`src/rtl/mips_pkg.sv`:
```
// mips_pkg: shared opcode/funct codes, ALU control encodings and control FSM state encoding
package mips_pkg;
  localparam logic [5:0] OP_R    = 6'b000000;
  localparam logic [5:0] OP_LW   = 6'b100011;
  localparam logic [5:0] OP_SW   = 6'b101011;
  localparam logic [5:0] OP_BEQ  = 6'b000100;
  localparam logic [5:0] OP_ADDI = 6'b001000;
  localparam logic [5:0] OP_J    = 6'b000010;
  localparam logic [5:0] FN_ADD  = 6'b100000;
  localparam logic [5:0] FN_SUB  = 6'b100010;
  localparam logic [5:0] FN_AND  = 6'b100100;
  localparam logic [5:0] FN_OR   = 6'b100101;
  localparam logic [5:0] FN_SLT  = 6'b101010;
  localparam logic [2:0] ALU_ADD = 3'b010;
  localparam logic [2:0] ALU_SUB = 3'b110;
  localparam logic [2:0] ALU_AND = 3'b000;
  localparam logic [2:0] ALU_OR  = 3'b001;
  localparam logic [2:0] ALU_SLT = 3'b111;
  typedef enum logic [3:0] {
    S_FETCH   = 4'd0,
    S_DECODE  = 4'd1,
    S_MEMADR  = 4'd2,
    S_MEMRD   = 4'd3,
    S_MEMWB   = 4'd4,
    S_MEMWR   = 4'd5,
    S_RTEXE   = 4'd6,
    S_RTWB    = 4'd7,
    S_BRANCH  = 4'd8,
    S_ADDIEXE = 4'd9,
    S_ADDIWB  = 4'd10,
    S_JUMP    = 4'd11,
    S_ILLEGAL = 4'hF
  } state_t;
endpackage

```
`src/rtl/mips_alu_decoder.sv`:
```
// mips_alu_decoder: R-type funct to ALU control, flags unsupported funct codes
//   funct         in  6  instr[5:0]
//   alu_ctrl      out 3  ALU operation (add for unsupported codes)
//   funct_illegal out 1  funct is not one of add/sub/and/or/slt
module mips_alu_decoder
  import mips_pkg::*;
(
  input  logic [5:0] funct,
  output logic [2:0] alu_ctrl,
  output logic       funct_illegal
);
  always_comb begin
    alu_ctrl = funct == FN_ADD ? ALU_ADD :
               funct == FN_SUB ? ALU_SUB :
               funct == FN_AND ? ALU_AND :
               funct == FN_OR  ? ALU_OR  :
               funct == FN_SLT ? ALU_SLT : ALU_ADD;
    funct_illegal = !(funct inside {FN_ADD, FN_SUB, FN_AND, FN_OR, FN_SLT});
  end
endmodule

```
`src/rtl/mips_multicycle_ctrl.sv`:
```
// mips_multicycle_ctrl: main control FSM sequencing the multicycle MIPS datapath
//   clk, rst (async, active-high); opcode/funct from IR; zero from ALU; mem_ready from memory
//   outputs: memory/IR/PC/regfile write enables, datapath selects, alu_ctrl,
//   sticky illegal flag and state_o debug view of the state register
module mips_multicycle_ctrl
  import mips_pkg::*;
#(
  parameter int STATE_W = 4
) (
  input  logic               clk,
  input  logic               rst,
  input  logic [5:0]         opcode,
  input  logic [5:0]         funct,
  input  logic               zero,
  input  logic               mem_ready,
  output logic               iord,
  output logic               mem_we,
  output logic               ir_we,
  output logic               pc_we,
  output logic               reg_we,
  output logic               reg_dst,
  output logic               mem_to_reg,
  output logic               alu_src_a,
  output logic [1:0]         alu_src_b,
  output logic [2:0]         alu_ctrl,
  output logic [1:0]         pc_src,
  output logic               illegal,
  output logic [STATE_W-1:0] state_o
);
  state_t     state_q, state_d;
  logic       illegal_q;
  logic [2:0] rt_alu;
  logic       rt_bad;
  mips_alu_decoder u_alu_dec (
    .funct        (funct),
    .alu_ctrl     (rt_alu),
    .funct_illegal(rt_bad)
  );
  always_ff @(posedge clk or posedge rst) begin
    if (rst) begin
      state_q   <= S_FETCH;
      illegal_q <= 1'b0;
    end else begin
      state_q   <= state_d;
      illegal_q <= illegal_q | (state_d == S_ILLEGAL);
    end
  end
  always_comb begin
    state_d    = state_q;
    iord       = 1'b0;
    mem_we     = 1'b0;
    ir_we      = 1'b0;
    pc_we      = 1'b0;
    reg_we     = 1'b0;
    reg_dst    = 1'b0;
    mem_to_reg = 1'b0;
    alu_src_a  = 1'b0;
    alu_src_b  = 2'b00;
    alu_ctrl   = ALU_ADD;
    pc_src     = 2'b00;
    case (state_q)
      S_FETCH: begin
        alu_src_b = 2'b01;
        ir_we     = mem_ready;
        pc_we     = mem_ready;
        state_d   = mem_ready ? S_DECODE : S_FETCH;
      end
      S_DECODE: begin
        alu_src_b = 2'b11;
        state_d   = (opcode == OP_LW || opcode == OP_SW) ? S_MEMADR :
                    opcode == OP_R    ? S_RTEXE   :
                    opcode == OP_BEQ  ? S_BRANCH  :
                    opcode == OP_ADDI ? S_ADDIEXE :
                    opcode == OP_J    ? S_JUMP    : S_ILLEGAL;
      end
      S_MEMADR: begin
        alu_src_a = 1'b1;
        alu_src_b = 2'b10;
        state_d   = opcode == OP_LW ? S_MEMRD : S_MEMWR;
      end
      S_MEMRD: begin
        iord    = 1'b1;
        state_d = mem_ready ? S_MEMWB : S_MEMRD;
      end
      S_MEMWB: begin
        reg_we     = 1'b1;
        mem_to_reg = 1'b1;
        state_d    = S_FETCH;
      end
      S_MEMWR: begin
        iord    = 1'b1;
        mem_we  = 1'b1;
        state_d = mem_ready ? S_FETCH : S_MEMWR;
      end
      S_RTEXE: begin
        alu_src_a = 1'b1;
        alu_ctrl  = rt_alu;
        state_d   = rt_bad ? S_ILLEGAL : S_RTWB;
      end
      S_RTWB: begin
        reg_we  = 1'b1;
        reg_dst = 1'b1;
        state_d = S_FETCH;
      end
      S_BRANCH: begin
        alu_src_a = 1'b1;
        alu_ctrl  = ALU_SUB;
        pc_src    = 2'b01;
        pc_we     = zero;
        state_d   = S_FETCH;
      end
      S_ADDIEXE: begin
        alu_src_a = 1'b1;
        alu_src_b = 2'b10;
        state_d   = S_ADDIWB;
      end
      S_ADDIWB: begin
        reg_we  = 1'b1;
        state_d = S_FETCH;
      end
      S_JUMP: begin
        pc_src  = 2'b10;
        pc_we   = 1'b1;
        state_d = S_FETCH;
      end
      S_ILLEGAL: state_d = S_ILLEGAL;
      default:   state_d = S_ILLEGAL;
    endcase
    // reset is asynchronous, so the FETCH-state enables must also be masked combinationally
    if (rst) begin
      mem_we = 1'b0;
      ir_we  = 1'b0;
      pc_we  = 1'b0;
      reg_we = 1'b0;
    end
  end
  assign illegal = illegal_q;
  assign state_o = STATE_W'(state_q);
endmodule

```
`config.mk`:
```
export PLATFORM = sky130hd
export DESIGN_NAME = mips_multicycle_ctrl
export DESIGN_NICKNAME = d
export VERILOG_FILES = /design/src/rtl/mips_pkg.sv /design/src/rtl/mips_alu_decoder.sv /design/src/rtl/mips_multicycle_ctrl.sv
export SDC_FILE = /design/constraint.sdc
export NUM_CORES = 1
export LEC_CHECK = 0
export ABC_AREA = 1
export ABC_CLOCK_PERIOD_IN_PS = 1400
export CORE_MARGIN = 2
export CORE_UTILIZATION = 38
export CTS_CLUSTER_SIZE = 24
export DETAILED_ROUTE_END_ITERATION = 7
export GPL_ROUTABILITY_DRIVEN = 0
export MAX_ROUTING_LAYER = met4
export PLACE_DENSITY = 0.75
export SYNTH_ARGS = -nofsm -noshare
export SYNTH_HDL_FRONTEND = slang
export SYNTH_SLANG_ARGS = --single-unit
```
`constraint.sdc`:
```
create_clock -name clk -period 1.4 [get_ports clk]
set_input_delay 0.14 -clock clk [delete_from_list [all_inputs] [get_ports clk]]
set_output_delay 0.14 -clock clk [all_outputs]
set_load 0.02 [all_outputs]
```
# Word level (Yosys, flattened, before mapping)

Index checks and enable logic that the tools add are counted.

Reductions and logical operators: 9
Bitwise operators: 1
Multiplexer cells: 31
Eq/ne operators: 22

Operator list:

| kind                                           | count |
|---|---|
| == test 6 bit (second input constant)          | 7 |
| 2-to-1 mux 3 bit                               | 11 |
| one-hot mux 4 bit (8 select lines)             | 1 |
| == test 4 bit (second input constant)          | 5 |
| == test 4 x 3 -> 1 bit (second input constant) | 4 |
| 2-to-1 mux 1 bit                               | 12 |
| 2-to-1 mux 4 bit                               | 3 |
| == test 4 x 2 -> 1 bit (second input constant) | 2 |
| == test 6 x 2 -> 1 bit (second input constant) | 1 |
| == test 6 x 3 -> 1 bit (second input constant) | 1 |
| == test 6 x 4 -> 1 bit (second input constant) | 1 |
| zero test 6 bit                                | 1 |
| one-hot mux 2 bit (3 select lines)             | 1 |
| one-hot mux 3 bit (2 select lines)             | 1 |
| nonzero test 5 bit                             | 1 |
| OR reduction 5 bit                             | 1 |
| == test 4 x 1 -> 1 bit (second input constant) | 1 |
| zero test 4 bit                                | 1 |
| one-hot mux 2 bit (2 select lines)             | 1 |
| OR reduction 2 bit                             | 2 |
| OR reduction 4 bit                             | 1 |
| one-hot mux 1 bit (3 select lines)             | 1 |
| OR reduction 3 bit                             | 1 |
| logical OR 1 bit                               | 1 |
| bitwise OR 1 bit                               | 1 |

Input port bits: 16
Register bits after elaboration: 5
Logic and storage cells: 65
Output and inout port bits: 20

# Longest topological paths before layout

Depth after elaboration: 9
Gate-level depth with buffers: 10
Mapped depth without buffers: 10

# Cells and area by module

Synthesis repeated with hierarchy kept, for this count alone.

Cells, all modules: 124
Area total of the unflattened synthesis: 680.7 µm²

Modules (own cells, without submodules):

| module               | area each (µm²) | sequential area each (µm²) | cells an instance | times used |
|---|---|---|---|---|
| mips_multicycle_ctrl | 581.8           | 125.1                      | 104               | 1 |
| mips_alu_decoder     | 98.8            | 0.0                        | 20                | 1 |

# Worst setup path after synthesis

OpenSTA, ideal clock, no wires.

Path type: reg-to-output
From: register state_q[1] (netlist: state_o[1])
To: output pc_we
Data required time: 1.260 ns
Data arrival time: 1.546 ns
Setup slack: -0.286 ns
Stages on the path, launching flop included: 5
Buffers on the path: 0
Path through: dfrtp_1 nand2_1 nor2_1 inv_1 a31oi_1

Cells in the longest elaborated chain, start to end: 3
Elaborated cells on any way between the ends: 5
Classes of those cells: eq/ne: 2; mux: 2; reduce/logical: 1

RTL lines:

| item                                             | RTL line                    | RTL |
|---|---|---|
| start: declaration                               | mips_multicycle_ctrl.sv:30  | `state_t state_q, state_d;` |
| start signal: assignment                         | mips_multicycle_ctrl.sv:44  | `state_q <= state_d;` |
| == test 4 bit or zero test 4 bit (tied branches) | mips_multicycle_ctrl.sv:61  | `case (state_q)` |
| one-hot mux 1 bit (3 select lines) (*)           | mips_multicycle_ctrl.sv:61  |  |
| 2-to-1 mux 1 bit (*)                             | mips_multicycle_ctrl.sv:130 | `if (rst) begin` |
| end: declaration                                 | mips_multicycle_ctrl.sv:19  | `output logic pc_we,` |

Mark *: on every way between the ends. The rest lies on a longest branch, timed or not.

# Worst setup path after layout

From: register state_q[0] (netlist: state_o[0])
To: output alu_ctrl[0]

Cells in the longest elaborated chain, start to end: 2
Elaborated cells on any way between the ends: 3
Classes of those cells: eq/ne: 2; mux: 1

RTL lines:

| item                                                    | RTL line                   | RTL |
|---|---|---|
| == test 4 bit or == test 4 x 3 -> 1 bit (tied branches) | mips_multicycle_ctrl.sv:61 |  |
| one-hot mux 3 bit (2 select lines) (*)                  | mips_multicycle_ctrl.sv:61 |  |
| end: declaration                                        | mips_multicycle_ctrl.sv:25 | `output logic [2:0] alu_ctrl,` |

Marked as above.

==> results.json <==
{
  "cts_tree": "yes",
  "fin_worst_skew_ps": 24.9,
  "relSlewSlack_pct": 77.8,
  "ys_top_cells_by_count": "33 x nand2_1, 30 x nor2_1, 28 x inv_1",
  "run_status": "finished with violations",
  "die_h_um": 46.1,
  "hold_viol": 0,
  "numCtsBuffers": 3,
  "worst_setup_path_end_kind": "output pin",
  "yosysWarnings": 0,
  "wl_met3_um": 578,
  "setup_viol": 21,
  "path_cells": "inv_2 > nand2_4 > nor2_4 > nand2_2 > nor2_4 > nand2_2 > nor2_2 > buf_6",
  "cp.required_ps": 1260,
  "finalCritPeriodShare_pct": 123,
  "rsz0062_at_grt": "true",
  "num_antenna_cells": 0,
  "avgRoutedWirePerCell_um": 21.4,
  "die_w_um": 46.1,
  "dr.pass1.iters": 8,
  "insertion_delay_ps": 270,
  "core_area_mm2": 0.00169,
  "grt_pass1_wl_um": 4110,
  "fin_area_mm2": 0.00165,
  "cts_root_buffer": "clkbuf_4",
  "cpPeakStageDelay_ps": 450,
  "syn_to_final_growth_pct": 144,
  "placed_cells_incl_taps": 209,
  "hold_ws_ps": 444,
  "met1_length_um": 1600,
  "clk_path_buf_depth": 2,
  "synthMostInstantiatedCell": "nand2_1",
  "clk_pin_slew_ps": 70,
  "hold_class": "input pin to asynchronous set/reset pin",
  "placed_cell_area_mm2": 0.00128,
  "register_area_um2": 130,
  "num_rows": 15,
  "dp_hpwl_um": 2010,
  "fillCellCount": 23,
  "io_buffer_count": 35,
  "synth_top_area_share_pct": 18.6,
  "path_buf_inv": 2,
  "cts.sinks": 5,
  "worst_slew_pin_slew_ps": 328,
  "finalMaxSlewViolations": 0,
  "grt_overflow_total": 0,
  "synth_nets": 146,
  "synth_edf_count": 0,
  "antenna_found_initial": 0,
  "io-pin-count": 36,
  "stdcell_count": 228,
  "post_drt_via_cell_ratio": 6.35,
  "drcViolationCount": 0,
  "holdBufCountCts": 0,
  "post-route-util_pct": 97.6,
  "initial_core_util_pct": 39.9,
  "period_needed_ps": 1720,
  "ys_types": 16,
  "drv_cap": 0,
  "p_per_area_mw_per_mm2": 284,
  "drtAntennaViolNets": 0,
  "drtIter0Drc": 180,
  "post-synth-top-area-cell": "dfrtp_1",
  "dr_wl_met2_um": 2130,
  "drive_gt1_share_pct": 53.6,
  "cp_top_family": "simple AND/OR/NAND/NOR gates",
  "multi_input_area_um2": 627,
  "synthTopCellsByArea": "dfrtp_1 19%, nand2_1 18%, nor2_1 17%",
  "violations": "negative setup slack",
  "grt_usage_pct": 27.9,
  "vias": 1447,
  "die_area_mm2": 0.00213,
  "ys.flop_type": "dfrtp_1",
  "routed_wl_um": 4870,
  "power_leakage_nw": 0.801,
  "path_class": "register to output pin",
  "grt_max_degree": 7,
  "avgSynthCellArea_um2": 5.19,
  "ir_drop_v": 0.000338,
  "fmax_ghz": 0.581,
  "cp_max_fo": 4,
  "nNetsFinal": 228,
  "netlist_instances": 130,
  "ys_async_sr_fraction_pct": 100,
  "cp.arrival_ps": 1580,
  "worst_slack_ps": -320,
  "ys_ff_latch": 5,
  "grt_pass1_vias": 1005,
  "cts_max_level": 1,
  "ys_seq_area_share_pct": 18.6,
  "cpMaxStageDelayCell": "dfrtp_2",
  "synth_area_um2": 674,
  "startpoint_type": "register",
  "dr.max_layer_used": "met4"
}
-- cells in the final DEF (no fill, tap or decap), types with 3 or more instances in the layout --
| cell type | instances |
|---|---|
| nor2_2 | 8 |
| dlygate4sd2_1 | 3 |
| buf_4 | 28 |
| clkdlybuf4s50_1 | 14 |
| nor2_4 | 12 |
| clkbuf_4 | 3 |
| nand2_1 | 23 |
| nand2_4 | 5 |
| nand2_2 | 9 |
| inv_2 | 7 |
| inv_1 | 21 |
| nand3_1 | 12 |
| buf_6 | 26 |
| nor2_1 | 14 |
| dfrtp_2 | 4 |
-- cell families after synthesis --
group / count (synthesis) / synth area share, %
flops: 5 / 18.6
simple gates: 91 / 60.7
compound gates: 5 / 4.64
buf+inv: 29 / 16.1
-- report_power, final --
| group | internal, W | total (W) | switching (W) |
|---|---|---|---|
| clock | 0.000109 | 0.000200 | 0.0000904 |
| combinational | 0.0000547 | 0.000123 | 0.0000687 |
| sequential | 0.000145 | 0.000145 | 0 |
-- per-stage QoR --
step                      setup WS, ps  TNS [ps]  total power, W
after CTS                         -171     -1040        0.000417
after detailed placement          -530     -4930        0.000245
after global placement            -474     -4440        0.000240
final                             -320     -3730        0.000468
after global routing              -351     -4080        0.000464
after floorplan                  -15.4     -26.7        0.000178
-- per-layer routing --
| metal | GRT usage (%) | vias to the layer above |
|---|---|---|
| met4 | 9.71 | 0 |
| met1 | 28.6 | 639 |
| li1 | - | 560 |
| met2 | 52.5 | 171 |
| met5 | - | - |
| met3 | 4.31 | 77 |
-- worst reg2reg max path: cells and delay by family (launching register included) --
family                 cells  cell delay [ps]
DFF                        1              450
buffers and inverters      4              410
and+or+nand+nor            8              720
-- final cells by class --
type | instances | share of cell area, %
Clock buffer | 4 | 1.59
Inverter | 29 | 6.76
Multi-Input combinational cell | 96 | 38.0
Sequential cell | 5 | 7.90
Tap cell | 17 | 1.29
Timing Repair Buffer | 77 | 44.4
-- timing repair --
action / 4_1_cts / 5_1_grt
setup buffers: 4 / 14
resized for setup: 94 / 64
setup endpoints to repair: 22 / 18
hold endpoints to repair: 0 / 0
pin swaps: 4 / 18
-- worst paths after layout --
| check | cells past startpoint | endpoint | slack, ps | startpoint |
|---|---|---|---|---|
| setup reg to reg | 12 | illegal | -270 | state_o[0] |
| hold / removal | 3 | state_o[1] | 440 | rst |
| hold reg to reg | 2 | illegal | 500 | illegal |
| setup / recovery | 8 | alu_ctrl[0] | -320 | state_o[0] |
| max in group asynchronous | 3 | state_o[3] | 800 | rst |
| min in group clk | 2 | illegal | 500 | illegal |
-- sequential cells by signal, summed over array words and instances (netlist names) --
name / flops
illegal: 1
state_o: 4
(Power assumes the default switching activity.)
